--- config.mk ---
export PLATFORM = sky130hd
export DESIGN_NAME = bank_timing_ctrl
export DESIGN_NICKNAME = d
export VERILOG_FILES = /design/src/rtl/bank_timing_ctrl.sv
export SDC_FILE = /design/constraint.sdc
export NUM_CORES = 1
export LEC_CHECK = 0
export ABC_CLOCK_PERIOD_IN_PS = 2800
export CAP_MARGIN = 15
export CORE_MARGIN = 2
export CORE_UTILIZATION = 50
export DETAILED_ROUTE_END_ITERATION = 6
export PLACE_DENSITY_LB_ADDON = 0.12
export RECOVER_POWER = 50
export SLEW_MARGIN = 20
export SYNTH_ARGS = -nofsm -noshare
export SYNTH_HDL_FRONTEND = slang
export SYNTH_SLANG_ARGS = --single-unit
--- constraint.sdc ---
create_clock -name clk -period 2.8 [get_ports clk]
set_input_delay 0.56 -clock clk [delete_from_list [all_inputs] [get_ports clk]]
set_output_delay 0.56 -clock clk [all_outputs]
set_load 0.005 [all_outputs]
--- src/rtl/bank_timing_ctrl.sv ---
// Purpose : per-bank DRAM timing controller (tRCD/tCL/tWR/tRP/tRFC/tRAS, deferred and auto precharge).
// Latency : fully registered; a command sampled in cycle n is reflected on every output in cycle n+1.
// Backpr. : none; commands are never stalled, an illegal or conflicting command is dropped with cmd_err.
//
// Ports   : clk, rst (synchronous, active-high)
//           ACT RD RDA WR WRA PR PRA REF BST  - one-hot command strobes from the command decoder
//           state[2:0], wait_ct[CTR_W-1:0], bank_open, cmd_ack, cmd_err, rd_valid
// Option  : define BANK_TIMING_STATS_EN to add act_count[15:0] / err_count[15:0] saturating counters.
module bank_timing_ctrl #(
    parameter int CTR_W = 8,
    parameter int T_RCD = 22,
    parameter int T_CL  = 14,
    parameter int T_WR  = 24,
    parameter int T_RP  = 20,
    parameter int T_RFC = 243,
    parameter int T_RAS = 52
) (
    input  logic             clk,
    input  logic             rst,
    input  logic             ACT,
    input  logic             RD,
    input  logic             RDA,
    input  logic             WR,
    input  logic             WRA,
    input  logic             PR,
    input  logic             PRA,
    input  logic             REF,
    input  logic             BST,
    output logic [2:0]       state,
    output logic [CTR_W-1:0] wait_ct,
    output logic             bank_open,
    output logic             cmd_ack,
    output logic             cmd_err,
    output logic             rd_valid
`ifdef BANK_TIMING_STATS_EN
    ,
    output logic [15:0]      act_count,
    output logic [15:0]      err_count
`endif
);

    // Every timing value is loaded as T_x-1, so it must be representable and non-zero.
    localparam int T_MAX = (1 << CTR_W) - 1;

    generate
        if (T_RCD < 1 || T_RCD > T_MAX || T_CL  < 1 || T_CL  > T_MAX ||
            T_WR  < 1 || T_WR  > T_MAX || T_RP  < 1 || T_RP  > T_MAX ||
            T_RFC < 1 || T_RFC > T_MAX || T_RAS < 1 || T_RAS > T_MAX) begin : g_bad_timing
            $error("bank_timing_ctrl: timing parameter outside 1..2^CTR_W-1");
        end
    endgenerate

    localparam logic [2:0] S_IDLE        = 3'd0;
    localparam logic [2:0] S_ACTIVATING  = 3'd1;
    localparam logic [2:0] S_BANK_ACTIVE = 3'd2;
    localparam logic [2:0] S_READING     = 3'd3;
    localparam logic [2:0] S_WRITING     = 3'd4;
    localparam logic [2:0] S_PRECHARGING = 3'd5;
    localparam logic [2:0] S_REFRESHING  = 3'd6;

    localparam logic [CTR_W-1:0] L_ONE = CTR_W'(1);
    localparam logic [CTR_W-1:0] L_RCD = CTR_W'(T_RCD - 1);
    localparam logic [CTR_W-1:0] L_CL  = CTR_W'(T_CL - 1);
    localparam logic [CTR_W-1:0] L_WR  = CTR_W'(T_WR - 1);
    localparam logic [CTR_W-1:0] L_RP  = CTR_W'(T_RP - 1);
    localparam logic [CTR_W-1:0] L_RFC = CTR_W'(T_RFC - 1);
    localparam logic [CTR_W-1:0] L_RAS = CTR_W'(T_RAS - 1);

    logic [2:0]       r_state;
    logic [CTR_W-1:0] r_wait_ct;
    logic [CTR_W-1:0] r_ras_ct;
    logic             r_pre_pend;
    logic             r_ap_flag;
    logic             r_bank_open;
    logic             r_cmd_ack;
    logic             r_cmd_err;
    logic             r_rd_valid;

    logic [8:0]       w_cmd;
    logic             w_any;
    logic             w_one;
    logic             w_act;
    logic             w_ref;
    logic             w_rd;
    logic             w_wr;
    logic             w_pr;
    logic             w_bst;
    logic             w_done;
    logic             w_ras_done;

    logic [2:0]       w_nxt_state;
    logic [CTR_W-1:0] w_nxt_wait;
    logic             w_nxt_pre;
    logic             w_nxt_ap;
    logic             w_legal;
    logic             w_err;
    logic             w_act_ok;

    // A command only counts when exactly one strobe is high; two or more is a NOP plus error.
    assign w_cmd      = {ACT, RD, RDA, WR, WRA, PR, PRA, REF, BST};
    assign w_any      = |w_cmd;
    assign w_one      = w_any && ((w_cmd & (w_cmd - 9'd1)) == 9'd0);
    assign w_act      = w_one && ACT;
    assign w_ref      = w_one && REF;
    assign w_rd       = w_one && (RD || RDA);
    assign w_wr       = w_one && (WR || WRA);
    assign w_pr       = w_one && (PR || PRA);
    assign w_bst      = w_one && BST;
    assign w_done     = (r_wait_ct == '0);
    assign w_ras_done = (r_ras_ct == '0);

    always_comb begin
        w_nxt_state = r_state;
        w_nxt_wait  = w_done ? '0 : (r_wait_ct - L_ONE);
        w_nxt_pre   = r_pre_pend;
        w_nxt_ap    = r_ap_flag;
        w_legal     = 1'b0;

        case (r_state)
            S_IDLE: begin
                if (w_act) begin
                    w_legal     = 1'b1;
                    w_nxt_state = S_ACTIVATING;
                    w_nxt_wait  = L_RCD;
                end else if (w_ref) begin
                    w_legal     = 1'b1;
                    w_nxt_state = S_REFRESHING;
                    w_nxt_wait  = L_RFC;
                end else if (w_pr) begin
                    // Precharging an already closed bank is harmless: acknowledge, do nothing.
                    w_legal = 1'b1;
                end
            end

            S_ACTIVATING: begin
                if (w_done) begin
                    w_nxt_state = S_BANK_ACTIVE;
                end
            end

            S_BANK_ACTIVE: begin
                if ((w_rd || w_wr) && !r_pre_pend) begin
                    w_legal     = 1'b1;
                    w_nxt_state = w_rd ? S_READING : S_WRITING;
                    w_nxt_wait  = w_rd ? L_CL : L_WR;
                    w_nxt_ap    = RDA || WRA;
                end else begin
                    if (w_pr) begin
                        w_legal = 1'b1;
                    end
                    // A precharge (fresh or deferred) is released as soon as tRAS has elapsed;
                    // otherwise a fresh one is parked in pre_pend until it has.
                    if ((r_pre_pend || w_pr) && w_ras_done) begin
                        w_nxt_state = S_PRECHARGING;
                        w_nxt_wait  = L_RP;
                        w_nxt_pre   = 1'b0;
                    end else if (w_pr) begin
                        w_nxt_pre = 1'b1;
                    end
                end
            end

            S_READING, S_WRITING: begin
                if (w_bst && !r_ap_flag) begin
                    w_legal     = 1'b1;
                    w_nxt_state = S_BANK_ACTIVE;
                    w_nxt_wait  = '0;
                end else if (w_done) begin
                    w_nxt_state = S_BANK_ACTIVE;
                    if (r_ap_flag) begin
                        w_nxt_pre = 1'b1;
                        w_nxt_ap  = 1'b0;
                    end
                end
            end

            S_PRECHARGING, S_REFRESHING: begin
                if (w_done) begin
                    w_nxt_state = S_IDLE;
                end
            end

            default: begin
                w_nxt_state = S_IDLE;
                w_nxt_wait  = '0;
                w_nxt_pre   = 1'b0;
                w_nxt_ap    = 1'b0;
            end
        endcase
    end

    assign w_err    = w_any && !w_legal;
    assign w_act_ok = w_legal && w_act;

    always_ff @(posedge clk) begin
        if (rst) begin
            r_state     <= S_IDLE;
            r_wait_ct   <= '0;
            r_ras_ct    <= '0;
            r_pre_pend  <= 1'b0;
            r_ap_flag   <= 1'b0;
            r_bank_open <= 1'b0;
            r_cmd_ack   <= 1'b0;
            r_cmd_err   <= 1'b0;
            r_rd_valid  <= 1'b0;
        end else begin
            r_state     <= w_nxt_state;
            r_wait_ct   <= w_nxt_wait;
            r_pre_pend  <= w_nxt_pre;
            r_ap_flag   <= w_nxt_ap;
            r_bank_open <= (w_nxt_state >= S_ACTIVATING) && (w_nxt_state <= S_WRITING);
            r_cmd_ack   <= w_legal;
            r_cmd_err   <= w_err;
            // Pulse lands on the cycle whose wait_ct reads 0 inside READING.
            r_rd_valid  <= (w_nxt_state == S_READING) && (w_nxt_wait == '0);
            // tRAS runs from ACT across reads/writes; it only restarts on the next ACT.
            if (w_act_ok) begin
                r_ras_ct <= L_RAS;
            end else if (r_bank_open && !w_ras_done) begin
                r_ras_ct <= r_ras_ct - L_ONE;
            end
        end
    end

    assign state     = r_state;
    assign wait_ct   = r_wait_ct;
    assign bank_open = r_bank_open;
    assign cmd_ack   = r_cmd_ack;
    assign cmd_err   = r_cmd_err;
    assign rd_valid  = r_rd_valid;

`ifdef BANK_TIMING_STATS_EN
    logic [15:0] r_act_count;
    logic [15:0] r_err_count;

    // Counters move on the same edge that raises cmd_ack / cmd_err.
    always_ff @(posedge clk) begin
        if (rst) begin
            r_act_count <= '0;
            r_err_count <= '0;
        end else begin
            if (w_act_ok && (r_act_count != 16'hFFFF)) begin
                r_act_count <= r_act_count + 16'd1;
            end
            if (w_err && (r_err_count != 16'hFFFF)) begin
                r_err_count <= r_err_count + 16'd1;
            end
        end
    end

    assign act_count = r_act_count;
    assign err_count = r_err_count;
`endif

endmodule

==> impl_metrics.json, run 1 <==
{
  "drv_cap": 0,
  "clkTransAtPathRegs_ns": 0.10,
  "synth_edf_count": 0,
  "clock_sinks": 25,
  "ys_seq_area_frac": 0.259,
  "fin_ws_ns": -0.0873,
  "power.leakage_nw": 1.29,
  "grt_pass1_vias": 2219,
  "syn_area_per_cell_sq_um": 7.54,
  "rsz0062_at_grt": "yes",
  "relSlewSlack": 0.460,
  "synth_area_leaders": "dfxtp_1 26%, nor2_1 8.0%, a21oi_1 4.2%",
  "n_fill_cell": 233,
  "whs_path_depth": 2,
  "crit-reg2reg-launch": "r_ras_ct[1]$_SDFFE_PP0P_",
  "antennaDiodeCount": 0,
  "crit_required_ns": 3.03,
  "worst_path_largest_cell_delay_ns": 0.56,
  "crit_start": "PRA",
  "dpl-instance-area_sq_mm": 0.00266,
  "nNetsFinal": 365,
  "synth-seq-cells": 25,
  "die_w_um": 66.1,
  "finalSetupViolCount": 3,
  "grt_max_degree": 20,
  "status": "finished, violations left",
  "peakVddDrop_mv": 0.619,
  "synthCells": 256,
  "grt_use_total": 0.321,
  "min_to": "r_ras_ct[2]$_SDFFE_PP0P_",
  "slowest_stage": "or4_4",
  "grt_pass1_wl_um": 10800,
  "area_growth_pct": 59.0,
  "period_share": 1.03,
  "wl_per_cell_um": 18.0,
  "ff_latch_area_sq_um": 500,
  "rows": 22,
  "num_io_pins": 26,
  "ant_nets": 0,
  "yosys.area.top_type": "dfxtp_1",
  "clk_path_buf_depth": 2,
  "worstPathMaxFanout": 4,
  "hold_viol": 0,
  "r2r_cells": 12,
  "cts_root_buf": "clkbuf_8",
  "synth_nets": 271,
  "crit_chain": "buf_6 -> or4_4 -> o41a_4 -> buf_6 -> nor4_4 -> a221oi_2 -> a211o_1 -> nor4_4 -> nand3_1 -> and4b_1",
  "port_buffers": 25,
  "finalInstanceArea_sq_mm": 0.00307,
  "fin_crit_ns": 2.89,
  "multiInputGateArea_sq_mm": 0.00156,
  "antenna_found_initial": 0,
  "r2r_end": "rd_valid$_SDFF_PP0_",
  "die_area_sq_mm": 0.00437,
  "worst_slew_pin_slew_ns": 0.809,
  "violations": "setup timing",
  "gp_congestion": 0.992,
  "start_kind": "input pin",
  "hold_ws_ns": 0.496,
  "initial_utilization": 0.523,
  "remaining_drc_errors": 0,
  "clock_latency_ns": 0.28,
  "drt_iter0_drc": 274,
  "synth_top_area_share": 0.259,
  "fmax_mhz": 346,
  "die_h_um": 66.1,
  "synthFlopType": "dfxtp_1",
  "core_area_sq_mm": 0.00369,
  "rrSetupSlack_ns": 0.29,
  "synthArstFlopShare": 0,
  "min_path_type": "flop to flop",
  "drive_above_1_share": 0.367,
  "tritoncts": "built",
  "dr_total_vias": 2500,
  "ys_types": 61,
  "p_per_area_mw_per_mm2": 641,
  "arrival_ns": 3.12,
  "worstSetupEndpointType": "flop",
  "power_mw": 1.97,
  "criticalPathCategory": "input pin to flop",
  "place_hpwl_um": 4840,
  "min-delay-start": "r_ras_ct[2]$_SDFFE_PP0P_",
  "yosys_warnings": 0,
  "mappedNetlistArea_sq_mm": 0.00193,
  "clock_skew_ns": 0.00436,
  "overflow": 0,
  "htreeDepth": 1,
  "firstDrtPassIters": 5,
  "cts_buffers": 3,
  "vias_per_cell": 6.30,
  "drv_slew": 0,
  "routed_wirelength_um": 7170
}
-- area by class of cell --
type | instances | share of cell area
Clock buffer | 3 | 0.0135
Sequential cell | 25 | 0.163
Tap cell | 48 | 0.0196
Timing Repair Buffer | 102 | 0.285
Inverter | 6 | 0.00734
Multi-Input combinational cell | 212 | 0.509
Clock inverter | 1 | 0.00245
-- where the power goes --
group | internal (mW) | switching [mW]
Sequential | 0.415 | 0.0770
Clock | 0.101 | 0.131
Combinational | 0.628 | 0.614
-- critical path: cells and delay by family --
kind | cells | cell delay [ns]
buffers and inverters | 2 | 0.24
AND/OR/NAND/NOR | 5 | 1.50
AO/OA/AOI/OAI | 3 | 0.82
-- registers in the layout, indices dropped and copies added (netlist names) --
register,flops
r_ras_ct,8
wait_ct,8
state,3
bank_open,1
cmd_ack,1
cmd_err,1
r_ap_flag,1
r_pre_pend,1
rd_valid,1
-- worst max-delay path by stage --
stage and end:
2_1_floorplan rd_valid$_SDFF_PP0_, 3_3_place_gp rd_valid$_SDFF_PP0_, 3_5_place_dp rd_valid$_SDFF_PP0_, 4_1_cts rd_valid$_SDFF_PP0_
5_1_grt rd_valid$_SDFF_PP0_, 6_report rd_valid$_SDFF_PP0_
-- logic make-up (layout without fill, tap and decap cells) --
kind of cell	Yosys count	after routing	share of synthesized area
adders and majority gates	4	4	0.0259
AOI/OAI and AO/OA	65	65	0.243
and+or+nand+nor	129	129	0.359
buffers and inverters	19	112	0.0473
DFF	25	25	0.259
muxes	2	2	0.0104
xor gates and xnor gates	12	12	0.0545
-- metal layers --
layer | part of all wire | wire length (um) | GRT usage
met1 | 0.40 | 2860 | 0.418
met2 | 0.47 | 3350 | 0.534
met3 | 0.087 | 620 | 0.0477
met4 | 0.047 | 340 | 0.120
met5 | 0 | 0 | 0
-- placed cells by master (no fill, tap or decap), types with 5 or more instances in the layout --
master and count:
buf_6 5, nor2_1 40, inv_1 6, nor4_1 5, dlymetal6s2s_1 5, o21ai_0 5, nor3_1 8, buf_4 72
nand2_1 18, nand3_1 11, xnor2_1 8, a21oi_1 15, dlygate4sd3_1 13, dfxtp_1 25
-- stage by stage --
step           setup TNS [ns]  utilization  cells  setup WS [ns]
5_1_grt                -0.588        0.832    397         -0.171
4_1_cts                -0.253        0.796    391         -0.126
6_report               -0.118        0.832    397        -0.0873
2_1_floorplan               0            -    256         0.0116
3_5_place_dp           -10.19        0.720    376         -0.719
3_3_place_gp            -9.48        0.720    376         -0.784
-- repair_timing --
action,CTS,global route
resized for setup,45,18
setup endpoints to repair,18,19
hold buffers,0,0
buffers inserted,11,7
pin swaps,13,19
-- cells in the mapped netlist (5+ instances only) --
cell	count
xnor2_1	8
o21ai_0	5
inv_1	6
clkbuf_1	8
nand3_1	11
dfxtp_1	25
a31oi_1	8
nor4_1	7
a21oi_1	16
nor3_1	11
nand2_1	18
a211oi_1	7
nor2_1	41
(Power assumes the default switching activity.)
==> inputs of run 2 (changes only) <==
--- a/config.mk
+++ b/config.mk
@@ -5,10 +5,11 @@
 export SDC_FILE = /design/constraint.sdc
 export NUM_CORES = 1
 export LEC_CHECK = 0
-export ABC_CLOCK_PERIOD_IN_PS = 2800
+export ABC_CLOCK_PERIOD_IN_PS = 3700
 export CAP_MARGIN = 15
+export CORE_ASPECT_RATIO = 2
 export CORE_MARGIN = 2
-export CORE_UTILIZATION = 50
+export CORE_UTILIZATION = 59
 export DETAILED_ROUTE_END_ITERATION = 6
 export PLACE_DENSITY_LB_ADDON = 0.12
 export RECOVER_POWER = 50
==> constraint.sdc (replaced) <==
create_clock -name clk -period 3.7 [get_ports clk]
set_input_delay 0.74 -clock clk [delete_from_list [all_inputs] [get_ports clk]]
set_output_delay 0.74 -clock clk [all_outputs]
set_load 0.005 [all_outputs]
==> impl_metrics.json, run 2 (same netlist as run 1, synthesis figures left out) <==
{
  "port_buffers": 25,
  "criticalPathCategory": "input pin to flop",
  "drt_iter0_drc": 108,
  "whs_path_depth": 2,
  "rows": 29,
  "intPower_mw": 0.706,
  "finalInstanceArea_sq_mm": 0.00240,
  "drv_slew": 0,
  "switching_share": 0.418,
  "tns_ns": 0,
  "cts_root_buf": "clkbuf_8",
  "area_growth_pct": 24.4,
  "cts_setup_buffers": 0,
  "start_kind": "input pin",
  "die_area_sq_mm": 0.00377,
  "clock_latency_ns": 0.27,
  "hold_viol": 0,
  "place_hpwl_um": 4660,
  "vias_per_cell": 6.68,
  "worstSetupEndpointType": "flop",
  "p_comb_frac": 0.566,
  "fmax_mhz": 293,
  "htreeDepth": 1,
  "dr_total_vias": 2192,
  "worstPathMaxFanout": 5,
  "p_per_area_mw_per_mm2": 505,
  "clk_path_buf_depth": 2,
  "grt_pass1_wl_um": 9760,
  "peakVddDrop_mv": 0.282,
  "nNetsFinal": 313,
  "initial_utilization": 0.611,
  "power_switching_mw": 0.508,
  "routed_wirelength_um": 5940,
  "dpl-instance-area_sq_mm": 0.00236,
  "power.leakage_nw": 0.925,
  "final_core_utilization": 0.761,
  "die_h_um": 84.9,
  "r2r_cells": 10,
  "hold_buffers": 0,
  "clock_skew_ns": 0.00470,
  "gp_congestion": 0.988,
  "arrival_ns": 3.63,
  "p_clk_frac": 0.132,
  "hold_ws_ns": 0.497,
  "core_area_sq_mm": 0.00316,
  "crit_required_ns": 3.92,
  "drv_cap": 0,
  "multiInputGateArea_sq_mm": 0.00134,
  "antenna_found_initial": 0,
  "ant_nets": 0,
  "clock_sinks": 25,
  "slowest_stage": "or4_4",
  "overflow": 0,
  "worst_slew_pin_slew_ns": 0.831,
  "n_fill_cell": 260,
  "drive_above_1_share": 0.138,
  "remaining_drc_errors": 0,
  "rsz0062_at_grt": "no",
  "num_io_pins": 26,
  "crit_chain": "clkdlybuf4s50_1 -> or4_4 -> o41a_4 -> nor4_1 -> buf_4 -> a221oi_1 -> a211o_1 -> nor4_2 -> nand3_1 -> and4b_1",
  "fin_crit_ns": 3.42,
  "antennaDiodeCount": 0,
  "cts_buffers": 3,
  "relSlewSlack": 0.446,
  "wl_per_cell_um": 18.1,
  "cts_resized": 0,
  "dp_cells": 324,
  "grt_max_degree": 23,
  "finalSetupViolCount": 0,
  "layout_common_cells": "41 x nor2_1, 25 x dfxtp_1, 20 x buf_4, 18 x nand2_1, 16 x a21oi_1",
  "min_path_type": "flop to flop",
  "die_w_um": 44.4,
  "clkTransAtPathRegs_ns": 0.09,
  "ff_latch_area_sq_um": 500,
  "worst_path_largest_cell_delay_ns": 0.59,
  "status": "complete, no violations",
  "period_share": 0.923,
  "seq_power_share": 0.303,
  "firstDrtPassIters": 4,
  "tritoncts": "built",
  "grt_pass1_vias": 2083,
  "layout_commonest_cell": "nor2_1",
  "final_cells": 328,
  "grt_use_total": 0.347
}
-- run 2: final cells by class --
| cell class | instances | share of cell area |
|---|---|---|
| clock inverter | 1 | 0.00208 |
| multi-input combinational | 212 | 0.557 |
| clock buffer | 3 | 0.0172 |
| inverter | 6 | 0.00938 |
| tap | 31 | 0.0162 |
| timing repair buffer | 50 | 0.190 |
| sequential | 25 | 0.208 |
-- run 2: worst max-delay path: cells and delay by family --
kind            cells  cell delay [ns]
buf+inv             2             0.61
compound gates      3             0.74
simple gates        5             1.54
-- run 2: worst paths after layout --
kind                                          startpoint                        to  slack (ns)
worst max-delay path                                 BST       rd_valid$_SDFF_PP0_        0.28
worst min-delay path            r_ras_ct[2]$_SDFFE_PP0P_  r_ras_ct[2]$_SDFFE_PP0P_        0.50
worst max register to register  r_ras_ct[0]$_SDFFE_PP0P_       rd_valid$_SDFF_PP0_        0.80
worst min register to register  r_ras_ct[2]$_SDFFE_PP0P_  r_ras_ct[2]$_SDFFE_PP0P_        0.50
-- run 2: metal layers --
| layer | GRT usage | routed length [um] |
|---|---|---|
| met3 | 0.0362 | 333 |
| met1 | 0.372 | 2100 |
| met4 | 0.229 | 364 |
| met2 | 0.604 | 3140 |
| met5 | 0 | 0 |
-- run 2: metrics by stage --
| stage | setup slack [ns] | power, mW |
|---|---|---|
| floorplan | 0.679 | 0.809 |
| global placement | 0.0802 | 1.05 |
| detailed placement | 0.0178 | 1.06 |
| CTS | 0.299 | 1.23 |
| global route | 0.0888 | 1.32 |
| finish | 0.285 | 1.21 |
-- run 2: power groups by stage --
| stage | clock network (mW) | registers [mW] | logic, mW |
|---|---|---|---|
| after floorplan | 0 | 0.366 | 0.443 |
| after global placement | 0 | 0.371 | 0.682 |
| after detailed placement | 0 | 0.373 | 0.691 |
| after CTS | 0.163 | 0.367 | 0.695 |
| after global routing | 0.176 | 0.374 | 0.766 |
| final | 0.160 | 0.367 | 0.687 |
